--- src/rtl/axi4_write_master.sv ---
// AXI4 write master: accepts one burst command, issues AW, streams W beats from
// s_* with combinational pass-through, waits for B, then pulses done.
module axi4_write_master #(
    parameter int DATA_WIDTH = 32,
    parameter int ADDR_WIDTH = 16
) (
    input  logic                  ACLK,
    input  logic                  ARESET,
    input  logic                  cmd_valid,
    output logic                  cmd_ready,
    input  logic [ADDR_WIDTH-1:0] cmd_addr,
    input  logic [7:0]            cmd_len,
    input  logic                  s_valid,
    output logic                  s_ready,
    input  logic [DATA_WIDTH-1:0] s_data,
    output logic [ADDR_WIDTH-1:0] AWADDR,
    output logic [7:0]            AWLEN,
    output logic [2:0]            AWSIZE,
    output logic                  AWVALID,
    input  logic                  AWREADY,
    output logic [DATA_WIDTH-1:0] WDATA,
    output logic                  WLAST,
    output logic                  WVALID,
    input  logic                  WREADY,
    input  logic [1:0]            BRESP,
    input  logic                  BVALID,
    output logic                  BREADY,
    output logic                  done,
    output logic [1:0]            done_resp,
    output logic                  err_local
);

    // Every channel uses valid/ready: a transfer happens on a rising edge where
    // both are high; valid, once raised, holds its payload stable until then.
    typedef enum logic [2:0] {IDLE, ADDR, DATA, RESP, REJECT} state_t;

    state_t                state, next_state;
    logic [ADDR_WIDTH-1:0] addr_q;
    logic [7:0]            len_q;
    logic [7:0]            beat_cnt;
    logic                  cmd_hs, aw_hs, w_hs, b_hs;
    logic                  bad_align, cross_4k;
    logic [10:0]           end_word;

    assign cmd_hs    = cmd_valid && cmd_ready;
    assign aw_hs     = AWVALID && AWREADY;
    assign w_hs      = WVALID && WREADY;
    assign b_hs      = BVALID && BREADY;
    // Last word index of the burst within its 4 KB page; above 1023 it spills over.
    assign end_word  = {1'b0, cmd_addr[11:2]} + {3'b000, cmd_len};
    assign bad_align = (cmd_addr[1:0] != 2'b00);
    assign cross_4k  = (end_word > 11'd1023);

    assign AWADDR = addr_q;
    assign AWLEN  = len_q;
    assign AWSIZE = 3'b010;
    assign WDATA  = s_data;

    always_ff @(posedge ACLK or posedge ARESET) begin
        if (ARESET) state <= IDLE;
        else        state <= next_state;
    end

    always_comb begin
        next_state = state;
        case (state)
            IDLE:    if (cmd_hs) next_state = (bad_align || cross_4k) ? REJECT : ADDR;
            ADDR:    if (aw_hs) next_state = DATA;
            DATA:    if (w_hs && WLAST) next_state = RESP;
            RESP:    if (b_hs) next_state = IDLE;
            REJECT:  next_state = IDLE;
            default: next_state = IDLE;
        endcase
    end

    // done is registered, so the cycle it is high the FSM is already idle;
    // holding cmd_ready low there keeps the next accept strictly after done.
    always_comb begin
        cmd_ready = (state == IDLE) && !done && !ARESET;
        AWVALID   = (state == ADDR);
        WVALID    = (state == DATA) && s_valid;
        s_ready   = (state == DATA) && WREADY;
        WLAST     = (state == DATA) && (beat_cnt == len_q);
        BREADY    = (state == RESP);
    end

    always_ff @(posedge ACLK or posedge ARESET) begin
        if (ARESET) begin
            addr_q    <= '0;
            len_q     <= '0;
            beat_cnt  <= '0;
            done      <= 1'b0;
            done_resp <= 2'b00;
            err_local <= 1'b0;
        end else begin
            done <= 1'b0;
            if (cmd_hs) begin
                addr_q <= cmd_addr;
                len_q  <= cmd_len;
            end
            if (aw_hs)     beat_cnt <= '0;
            else if (w_hs) beat_cnt <= beat_cnt + 8'd1;
            if (cmd_hs && (bad_align || cross_4k)) begin
                done      <= 1'b1;
                done_resp <= 2'b10;
                err_local <= 1'b1;
            end else if (b_hs) begin
                done      <= 1'b1;
                done_resp <= BRESP;
                err_local <= 1'b0;
            end
        end
    end

endmodule

--- config.mk ---
export PLATFORM = sky130hd
export DESIGN_NAME = axi4_write_master
export DESIGN_NICKNAME = d
export VERILOG_FILES = /design/src/rtl/axi4_write_master.sv
export SDC_FILE = /design/constraint.sdc
export NUM_CORES = 1
export LEC_CHECK = 0
export CAP_MARGIN = 30
export CORE_ASPECT_RATIO = 0.6
export CORE_MARGIN = 2
export CORE_UTILIZATION = 30
export CTS_CLUSTER_SIZE = 40
export DETAILED_ROUTE_END_ITERATION = 10
export GPL_TIMING_DRIVEN = 0
export PLACE_DENSITY = 0.66
export SLEW_MARGIN = 30
export SYNTH_ARGS = -nofsm -noshare
export SYNTH_HDL_FRONTEND = slang
export SYNTH_SLANG_ARGS = --single-unit
--- constraint.sdc ---
create_clock -name ACLK -period 3.4 [get_ports ACLK]
set_clock_uncertainty 0.1 [all_clocks]
set_input_delay 0.68 -clock ACLK [delete_from_list [all_inputs] [get_ports ACLK]]
set_output_delay 0.68 -clock ACLK [all_outputs]
set_load 0.05 [all_outputs]
== After elaboration in Yosys (flattened, before gate mapping) ==
Cells that the tools add are included.

* Bits in registers: 39
* Bits of input ports: 65

* Add/subtract/negate cells: 2
* Order comparisons: 1
* Eq/ne operators: 8
* Mux-type cells: 14
* Reductions and logical operators: 19

{| class="wikitable"
|+ Operators with widths
! kind !! count
|-
| $mux W8 || 2
|-
| $mux W3 || 5
|-
| $pmux W3 S4 || 1
|-
| $add A10 B8 Y11 || 1
|-
| $gt A11 B10 Y1 const B || 1
|-
| $logic_and A1 B1 Y1 || 11
|-
| $add A8 B1 Y8 const B || 1
|-
| $eq A8 B8 Y1 || 1
|-
| $eq A3 B2 Y1 const B || 2
|-
| $reduce_bool A2 Y1 || 3
|-
| $mux W1 || 4
|-
| $mux W2 || 2
|-
| $ne A2 B1 Y1 const B || 2
|-
| $ne A2 B2 Y1 const B || 2
|-
| $reduce_and A4 Y1 || 1
|-
| $eq A3 B1 Y1 const B || 1
|-
| $logic_not A3 Y1 || 1
|-
| $logic_not A1 Y1 || 2
|-
| $logic_or A1 B1 Y1 || 1
|}

== Longest topological paths before layout ==
* Word-level depth: 6
* Mapped depth: 6
* Mapped depth without buffers: 6

== Worst setup path before layout ==
No wires, ideal clock.

* Path type: input to output
* Start: in ARESET
* End: out cmd_ready
* Arrival time: 1,754 ps
* Data required time: 2,620 ps
* Path slack: 866 ps
* Stages on the path: 2
* Cell sequence: or4_1 -> nor2_1

* Word-level cells in the longest chain between the ends: 2

{| class="wikitable"
|+ RTL lines
! element !! RTL line !! source
|-
| start, declared || 8 || <nowiki>input logic ARESET,</nowiki>
|-
| $logic_not A1 Y1 (no source line) || - ||
|-
| $logic_and A1 B1 Y1 || 79 || <nowiki>cmd_ready = (state == IDLE) && !done && !ARESET;</nowiki>
|-
| end, declared || 10 || <nowiki>output logic cmd_ready,</nowiki>
|}

No other way between the ends.

== Final worst setup path ==
Ends and elaborated chain as after synthesis.

==> out/metrics.csv <==
metric;value;unit
syn_area;2322;um2
place_area;3457;um2
yosysUniqueCellTypes;42;
pwr-share-seq;26.9;%
synth_edf_count;0;
fin_area;3612;um2
p_int;0.001641;W
worstPathRequired;2.62;ns
pwr-share-comb;56.3;%
drc;0;
filler_cell_count;695;
cts_sinks;39;
yosys.area.top_type;dfrtp_1;
hp-class;flop to flop;
min-delay-start;err_local$_DFFE_PP0P_;
reg2reg_to;AWADDR[12]$_DFFE_PP0P_;
startpoint_type;input port;
synth_area_per_cell;11.79;um2
fin_cells;409;
r2r-start;state[1]$_DFFE_PP0P_;
drt_iter0_drc;45;
grt_max_degree;30;
synth_seq_cells;39;
ant_nets;0;
syn-instance-count;197;
cts_root_buf;clkbuf_16;
power.share.clock;16.7;%
drive_above_1_share;25.57;%
dp_hpwl;4484;um
die_h;72.15;um
routed_wl;5713;um
multi_input_comb_area;1006;um2
vias_per_cell;4.240;
post-route-min-period;3.275;ns
cts_buffers;5;
grtUsageTotal;13.42;%
htreeDepth;2;
wl_per_cell;13.97;um
peakVddDrop;0.0004402;V
synth.yosys.seq_area_share;42.03;%
die_w;117.6;um
synthArstFlopShare;100.0;%
switchingPower;0.001282;W
cap_violations;0;
seqCellArea;975.9;um2
path_clk_slew;0.06;ns
hold_depth;1;
hold_path_end;err_local$_DFFE_PP0P_;
grt_pass1_vias;1710;
fin_util;48.90;%
slew_violations;0;
cts_tree;yes;
critical_path_class;input port to output port;
antenna_found_initial;0;
area_growth;55.55;%
power.density;809.3;nW/um2
synth.area.top_cells;dfrtp_1 42%, mux2_4 12%, buf_4 11%, ha_1 4.3%, xor2_1 3.4%;
crit_path_end_kind;output port;
outcome;completed;
antenna_cells;0;
dp_cells;401;
synth_ff_type;dfrtp_1;
tns;0;ns
reg2reg_depth;6;
core;7387;um2
layout_worst_path_cycle_share;96.33;%
final_nets;378;
switching_share;43.86;%
crit_path_max_fanout;2;
setup_viol;0;
num_rows;24;
die-area;8484;um2
arrival;2.50;ns
vias;1734;
p_leak;1.652;nW
hold_violations;0;
io_buffers;98;
grt_setup_unrepaired;false;
clock.fmax;305.3;MHz
routabilityCongestion;0.7537;
ioPinCount;134;
whs;0.3778;ns
cts_setup_buffers;0;
start_util;31.44;%
synthesis.yosys.warnings;0;
worst_pin_slew;0.5280;ns
grt_pass1_wl;8907;um
first_pass_iters;4;
r2r_slack;1.10;ns
clockBufferDepth;2;
maxSlewHeadroom;64.69;%
worstSkewPairLatency;0.28;ns
yosysTopAreaCellShare;42.03;%
gr-total-overflow;0;
[cell families (layout without fill, tap and decap cells)]
| group | count (synthesis) | after routing | share of synthesized area (%) |
|---|---|---|---|
| AND/OR/NAND/NOR | 50 | 50 | 12.50 |
| buffers and inverters | 44 | 151 | 14.82 |
| flip-flops | 39 | 39 | 42.03 |
| multiplexers | 28 | 28 | 16.49 |
| XOR/XNOR | 13 | 13 | 4.903 |
| AO/OA/AOI/OAI | 12 | 12 | 3.771 |
| adder cells (fa/ha/maj) | 9 | 9 | 5.173 |
| other | 2 | 3 | 0.3234 |
[placed cells by master, fill, tap and decap left out, types with 4 or more instances in the layout]
| cell | instances |
|---|---|
| buf_4 | 35 |
| dfrtp_1 | 39 |
| clkbuf_1 | 4 |
| and2_1 | 4 |
| xnor2_1 | 4 |
| clkbuf_16 | 5 |
| mux2_4 | 19 |
| mux2_2 | 6 |
| clkdlybuf4s50_1 | 97 |
| nor2_1 | 12 |
| ha_1 | 8 |
| xor2_1 | 9 |
| nand2_1 | 8 |
[per-stage QoR]
step	setup WS [ns]	total power, W
after floorplan	0.8663	0.001918
after global placement	0.1379	0.002424
after detailed placement	0.1422	0.002441
after CTS	0.1296	0.002950
after global routing	0.04500	0.003057
final	0.1246	0.002923
[Yosys cell counts (all sizes together), types with 2 or more instances]
cell type  number
o211ai          3
nand3b          2
buf            39
a211oi          2
nor3            4
dfrtp          39
ha              8
inv             2
xnor2           4
nand3           2
a21oi           2
xor2            9
and2            4
mux2i           3
or3b            2
nor2           12
nor3b           2
nand2           8
conb            2
nor4            3
nand4           3
clkbuf          3
mux2           25
[critical path, stage by stage]
cell and delay (ns):
clkdlybuf4s50_1 0.43, or4_1 0.44, nor2_1 0.12, clkdlybuf4s50_1 0.82
[flip-flops by register name, summed over array words and instances (netlist names)]
signal / cells
AWLEN: 8
beat_cnt: 8
done: 1
state: 3
AWADDR: 16
done_resp: 2
err_local: 1
[routing by layer]
metal | part of all wire, % | GRT usage (%) | vias up
li1 | - | - | 852
met1 | 49 | 19.02 | 814
met2 | 42 | 19.69 | 64
met3 | 8.2 | 5.189 | 4
met4 | 0.54 | 2.410 | 0
met5 | 0 | 0 | -
[how the worst max path moves through the flow]
stage | from | endpoint | slack, ns | cells after the start
after floorplan | ARESET | cmd_ready | 0.87 | 2
after CTS | ARESET | cmd_ready | 0.13 | 4
final | ARESET | cmd_ready | 0.12 | 4
after global placement | ARESET | cmd_ready | 0.14 | 4
after global routing | state[2]$_DFFE_PP0P_ | WLAST | 0.04 | 5
after detailed placement | ARESET | cmd_ready | 0.14 | 4
[power groups by stage]
stage / sequential [W] / clock (W) / combinational, W
CTS: 0.000789 / 0.000501 / 0.00166
global placement: 0.000789 / 0 / 0.00164
finish: 0.000787 / 0.000490 / 0.00165
global route: 0.000815 / 0.000527 / 0.00172
detailed placement: 0.000792 / 0 / 0.00165
floorplan: 0.00133 / 0 / 0.000586
[timing repair]
| action | CTS | global route |
|---|---|---|
| resized for setup | 1 | 0 |
| hold buffers | 0 | 0 |
| setup endpoints to repair | 1 | 0 |
[final cells by class]
| cell class | instances | area share (%) |
|---|---|---|
| Tap cell | 104 | 3.602 |
| Inverter | 2 | 0.2078 |
| Timing Repair Buffer | 99 | 27.68 |
| Sequential cell | 39 | 27.02 |
| Buffer | 42 | 9.318 |
| Multi-Input combinational cell | 115 | 27.85 |
| Clock buffer | 8 | 4.330 |
(Power assumes the default switching activity.)
